[config.mk]
export PLATFORM = sky130hd
export DESIGN_NAME = stopwatch_ctrl
export DESIGN_NICKNAME = d
export VERILOG_FILES = /design/src/rtl/stopwatch_ctrl.sv
export SDC_FILE = /design/constraint.sdc
export NUM_CORES = 1
export LEC_CHECK = 0
export ABC_AREA = 1
export ABC_CLOCK_PERIOD_IN_PS = 1250
export CELL_PAD_IN_SITES_DETAIL_PLACEMENT = 1
export CELL_PAD_IN_SITES_GLOBAL_PLACEMENT = 1
export CORE_MARGIN = 5
export CORE_UTILIZATION = 31
export DETAILED_ROUTE_END_ITERATION = 12
export GPL_ROUTABILITY_DRIVEN = 0
export PLACE_DENSITY = 0.74
export REMOVE_ABC_BUFFERS = 1
export SLEW_MARGIN = 10
export SYNTH_ARGS = -nofsm -noshare
export SYNTH_HDL_FRONTEND = slang
export SYNTH_SLANG_ARGS = --single-unit
export TNS_END_PERCENT = 20
[constraint.sdc]
create_clock -name clk -period 1.25 [get_ports clk]
set_input_delay 0.25 -clock clk [delete_from_list [all_inputs] [get_ports clk]]
set_output_delay 0.25 -clock clk [all_outputs]
set_load 0.005 [all_outputs]
[src/rtl/stopwatch_ctrl.sv]
// -----------------------------------------------------------------------------
// stopwatch_ctrl
// Mode controller and MM:SS time-keeping sequencer for the lab stopwatch.
//
// Build option:
//   STOPWATCH_LAP_EN - adds lap_pulse; toggles a lap hold that freezes the
//                      displayed MM:SS while internal counting continues.
//
// Parameters:
//   MAX_MIN   highest minutes value before wrap to 00 (1..99)
//   SEC_WRAP  highest seconds value before wrap to 00 (59 in normal use)
//
// Ports:
//   clk, rst       clock, synchronous active-high reset
//   tick_normal    1 Hz enable, counts in RUN
//   tick_adjust    2 Hz enable, increments the selected field in ADJ
//   tick_blink     blink enable, toggles blink phase in ADJ
//   pause_pulse    toggles run/pause
//   adj, sel       adjust mode level; field select (0 min, 1 sec)
//   lap_pulse      lap hold toggle (STOPWATCH_LAP_EN only)
//   pause_out      to divider pause input, 1 only in PAUSED
//   min_bcd        minutes BCD {tens, ones}
//   sec_bcd        seconds BCD {tens, ones}
//   blank_min/sec  display blanking for the field being adjusted
//   mode           00 RUN, 01 PAUSED, 10 ADJ
// -----------------------------------------------------------------------------
module stopwatch_ctrl #(
   parameter int MAX_MIN  = 59,
   parameter int SEC_WRAP = 59
) (
   input  logic       clk,
   input  logic       rst,
   input  logic       tick_normal,
   input  logic       tick_adjust,
   input  logic       tick_blink,
   input  logic       pause_pulse,
   input  logic       adj,
   input  logic       sel,
`ifdef STOPWATCH_LAP_EN
   input  logic       lap_pulse,
`endif
   output logic       pause_out,
   output logic [7:0] min_bcd,
   output logic [7:0] sec_bcd,
   output logic       blank_min,
   output logic       blank_sec,
   output logic [1:0] mode
);

   typedef enum logic [1:0] {RUN = 2'b00, PAUSED = 2'b01, ADJ = 2'b10} state_t;

   localparam logic [7:0] MIN_TOP = {4'(MAX_MIN / 10), 4'(MAX_MIN % 10)};
   localparam logic [7:0] SEC_TOP = {4'(SEC_WRAP / 10), 4'(SEC_WRAP % 10)};

   // BCD increment with wrap at top; result is {wrapped, next_value}.
   // Digit-wise so no binary intermediate ever exists.
   function automatic logic [8:0] bcd_inc(input logic [7:0] v, input logic [7:0] top);
      if (v == top)
         return {1'b1, 8'h00};
      else if (v[3:0] == 4'd9)
         return {1'b0, v[7:4] + 4'd1, 4'd0};
      else
         return {1'b0, v[7:4], v[3:0] + 4'd1};
   endfunction

   state_t     state, state_nx;
   logic       paused, paused_nx;
   logic       blink_phase, blink_nx;
   logic [7:0] min_q, min_nx;
   logic [7:0] sec_q, sec_nx;
   logic [8:0] min_inc, sec_inc;

   // ---------------------------------------------------------------------------
   // Next-state, counting and blink logic. Counting keys off the state at the
   // start of the cycle, so a tick coincident with a mode change still lands.
   // ---------------------------------------------------------------------------
   always_comb begin
      state_nx  = state;
      paused_nx = paused;
      blink_nx  = blink_phase;
      min_nx    = min_q;
      sec_nx    = sec_q;
      min_inc   = bcd_inc(min_q, MIN_TOP);
      sec_inc   = bcd_inc(sec_q, SEC_TOP);

      case (state)
         RUN: begin
            if (tick_normal) begin
               sec_nx = sec_inc[7:0];
               if (sec_inc[8])
                  min_nx = min_inc[7:0];
            end
         end
         ADJ: begin
            // Fields adjust independently: no carry from seconds into minutes.
            if (tick_adjust) begin
               if (sel)
                  sec_nx = sec_inc[7:0];
               else
                  min_nx = min_inc[7:0];
            end
         end
         default: ;
      endcase

      if (adj) begin
         state_nx = ADJ;
         if (state != ADJ) begin
            blink_nx = 1'b0;
         end else begin
            if (tick_blink)
               blink_nx = ~blink_phase;
            // In ADJ a pause press only arms the mode to return to.
            if (pause_pulse)
               paused_nx = ~paused;
         end
      end else if (state == ADJ) begin
         state_nx = paused ? PAUSED : RUN;
      end else if (pause_pulse) begin
         state_nx  = (state == RUN) ? PAUSED : RUN;
         paused_nx = (state == RUN);
      end
   end

   always_ff @(posedge clk) begin
      if (rst) begin
         state       <= RUN;
         paused      <= 1'b0;
         blink_phase <= 1'b0;
         min_q       <= 8'h00;
         sec_q       <= 8'h00;
         pause_out   <= 1'b0;
         blank_min   <= 1'b0;
         blank_sec   <= 1'b0;
      end else begin
         state       <= state_nx;
         paused      <= paused_nx;
         blink_phase <= blink_nx;
         min_q       <= min_nx;
         sec_q       <= sec_nx;
         // ADJ keeps pause_out low so the divider keeps generating tick_adjust.
         pause_out   <= (state_nx == PAUSED);
         blank_min   <= (state_nx == ADJ) & ~sel & blink_nx;
         blank_sec   <= (state_nx == ADJ) &  sel & blink_nx;
      end
   end

   assign mode = state;

`ifdef STOPWATCH_LAP_EN
   // ---------------------------------------------------------------------------
   // Lap hold: display shows a snapshot taken when the hold is set, while
   // min_q/sec_q keep counting underneath.
   // ---------------------------------------------------------------------------
   logic       lap_hold, lap_nx;
   logic [7:0] snap_min, snap_min_nx;
   logic [7:0] snap_sec, snap_sec_nx;

   always_comb begin
      lap_nx      = lap_hold;
      snap_min_nx = snap_min;
      snap_sec_nx = snap_sec;
      if (state_nx == ADJ) begin
         lap_nx = 1'b0;
      end else if (state != ADJ && lap_pulse) begin
         lap_nx = ~lap_hold;
         if (!lap_hold) begin
            snap_min_nx = min_q;
            snap_sec_nx = sec_q;
         end
      end
   end

   always_ff @(posedge clk) begin
      if (rst) begin
         lap_hold <= 1'b0;
         snap_min <= 8'h00;
         snap_sec <= 8'h00;
         min_bcd  <= 8'h00;
         sec_bcd  <= 8'h00;
      end else begin
         lap_hold <= lap_nx;
         snap_min <= snap_min_nx;
         snap_sec <= snap_sec_nx;
         min_bcd  <= lap_nx ? snap_min_nx : min_nx;
         sec_bcd  <= lap_nx ? snap_sec_nx : sec_nx;
      end
   end
`else
   assign min_bcd = min_q;
   assign sec_bcd = sec_q;
`endif

endmodule

==> impl_metrics.ini <==
[synth]
yosysSeqAreaShare_pct = 35.4
synth_area_leader_cell = dfxtp_1
yosysWarnings = 0
synth_top_area_share_pct = 35.4
syn_area_per_cell_um2 = 7.08
synthCells = 184
synth.distinct_cells = 27
ys_ff_latch = 23
syn_area_um2 = 1300
synthTopCellsByArea = dfxtp_1, nand2_1, nand3_1, ha_1, inv_1

[power]
max-vdd-ir-drop_uv = 736
pwr-share-comb_pct = 25.6
power.leakage_nw = 1.02
switching_share_pct = 29.6
p_int_mw = 1.20
p_per_area_nw_per_um2 = 776
p_seq_share_pct = 45.8
switchingPower_uw = 506
p_clk_share_pct = 28.6

[min_path]
min_path_type = reg2reg

[cells_and_area]
nNetsFinal = 269
n_antenna_cell = 0
nFillCells = 521
drive_above_1_share_pct = 40.5
area_growth_pct = 69.1
final_core_util_pct = 54.7

[clocking]
insertion_delay_ps = 270
cts_tree = yes
cts_root_buf = clkbuf_8
holdBufCountCts = 0
cts.sinks = 23
htree_num_levels = 1
numCtsBuffers = 3
clk_pin_slew_ps = 90
clockBufferDepth = 2

[global_route]
antenna_found_initial = 0
grt_overflow = 0
grt_pass1_vias = 1503
track_usage_pct = 15.9
grt_pass1_wl_um = 6910
grt_max_degree = 13

[critical_path]
critPathLaunchType = flop
arrival_ps = 1620
path_max_fanout = 5
required_ps = 1460
endpoint_kind = flop
rrSetupSlack_ps = -160
path_class = reg2reg

[sta]
setup_tns_ps = -1070
fin_ws_ps = -158
finalSetupViolations = 14
final-hold-violation-count = 0
fin_crit_ps = 1410
max_freq_mhz = 710
maxSlewHeadroom_pct = 80.3
skew_ps = 2.72
slew_viol_final = 0
worst_slew_pin_slew_ps = 295
rsz0062_at_grt = yes
timing.final.crit_share_pct = 113

[route]
drt-initial-drc-count = 79
routed_via_density = 4.96
dr.pass1.iters = 4
drc_errors = 0
antenna_left = 0
vias = 1498
wl_um = 4800
avgRoutedWirePerCell_um = 15.9

[floorplanning]
io-pin-count = 29
die_h_um = 74.8
dieWidth_um = 74.8
rows = 23
dieArea_um2 = 5600
core_area_um2 = 4030
start_util_pct = 32.3

[placement]
io_buffer_count = 28
dpl.hpwl_um = 3000

[flow_run]
maxCapViolations = 0

[status]
violations = negative setup slack
status = complete, but fails checks
synthesized netlist by cell type (all sizes together):
cell type and number:
clkbuf 1, nand4 6, and3 1, o211ai 1, o31ai 1, xnor2 1, nand3b 3, nor3 4
nor2 22, or2 1, nand2 38, nand3 22, a22oi 1, inv 26, buf 2, ha 8
xor2 1, dfxtp 23, a21oi 12, o21ai 8, a21o 2
worst max-delay path, cell delays in order (launching register included):
cell,delay (ps)
dfxtp_2,330
inv_1,80
ha_4,150
nand2_2,70
nor2_4,190
buf_6,130
nand3b_1,140
nand3_4,120
nand2_2,60
nor2_2,70
cell type report:
class,instances,area [um2],share of cell area (%)
inverters,26,103,4.66
multi-input cells,132,901,40.9
repair buffers,67,596,27.0
clock buffers,4,45.0,2.05
flip-flops and latches,23,495,22.5
well taps,50,62.6,2.84
path summary, 6_finish.rpt:
path / start / endpoint / depth (start not counted)
max: min_bcd[1]$_SDFFE_PP0P_ / min_bcd[4]$_SDFFE_PP0P_ / 9
min: paused$_SDFFE_PP0P_ / paused$_SDFFE_PP0P_ / 2
max reg2reg: min_bcd[1]$_SDFFE_PP0P_ / min_bcd[4]$_SDFFE_PP0P_ / 9
min reg2reg: paused$_SDFFE_PP0P_ / paused$_SDFFE_PP0P_ / 2
layer usage:
metal,routed length (um),vias up,global-route usage [%]
li1,-,738,-
met1,2030,721,18.5
met2,2510,27,29.2
met3,125,12,2.54
met4,134,0,5.34
met5,0,-,0
cell families (layout without fill, tap and decap cells):
group,count (synthesis),after routing,synth area share (%)
fa+ha+maj,8,8,7.69
compound gates,25,25,10.6
buf+inv,29,97,9.51
simple gates,97,97,35.5
xor+xnor,2,2,1.35
flops,23,23,35.4
layout by cell type, fill, tap and decap left out, types with 6 or more instances in the layout:
master,instances
buf_4,32
nand2_1,27
inv_1,20
nand3_1,16
nor2_1,14
dfxtp_2,13
dlygate4sd2_1,13
a21oi_1,10
clkdlybuf4s50_1,7
buf_6,7
nor2_4,6
nand2_4,6
nand4_1,6
clkdlybuf4s15_1,6
metrics by stage:
stage | hold WS (ps) | cell area [um2] | total power [mW] | instances | setup slack, ps
finish | 467 | 2200 | 1.71 | 302 | -158
global route | 497 | 2200 | 1.79 | 302 | -239
CTS | 472 | 1980 | 1.61 | 299 | -229
detailed placement | 458 | 1870 | 1.12 | 291 | -359
global placement | 445 | 1870 | 1.11 | 291 | -274
floorplan | 319 | 1280 | 0.929 | 181 | -115
what timing repair did:
action	4_1_cts	5_1_grt
endpoints found under the hold margin	0	0
pin swaps	4	16
endpoints found under the setup margin	38	24
setup buffers	4	4
cloned	0	0
resized for setup	52	50
sequential cells by signal, indices dropped and copies added, names as in the netlist:
name         cells
sec_bcd          8
paused           1
pause_out        1
blank_sec        1
min_bcd          8
blink_phase      1
blank_min        1
mode             2
power groups by stage:
stage / logic (mW) / registers [mW] / clock network, mW
finish: 0.437 / 0.783 / 0.489
global route: 0.472 / 0.788 / 0.530
CTS: 0.332 / 0.772 / 0.503
detailed placement: 0.325 / 0.796 / 0
global placement: 0.312 / 0.795 / 0
floorplan: 0.125 / 0.804 / 0
(Power assumes the default switching activity.)
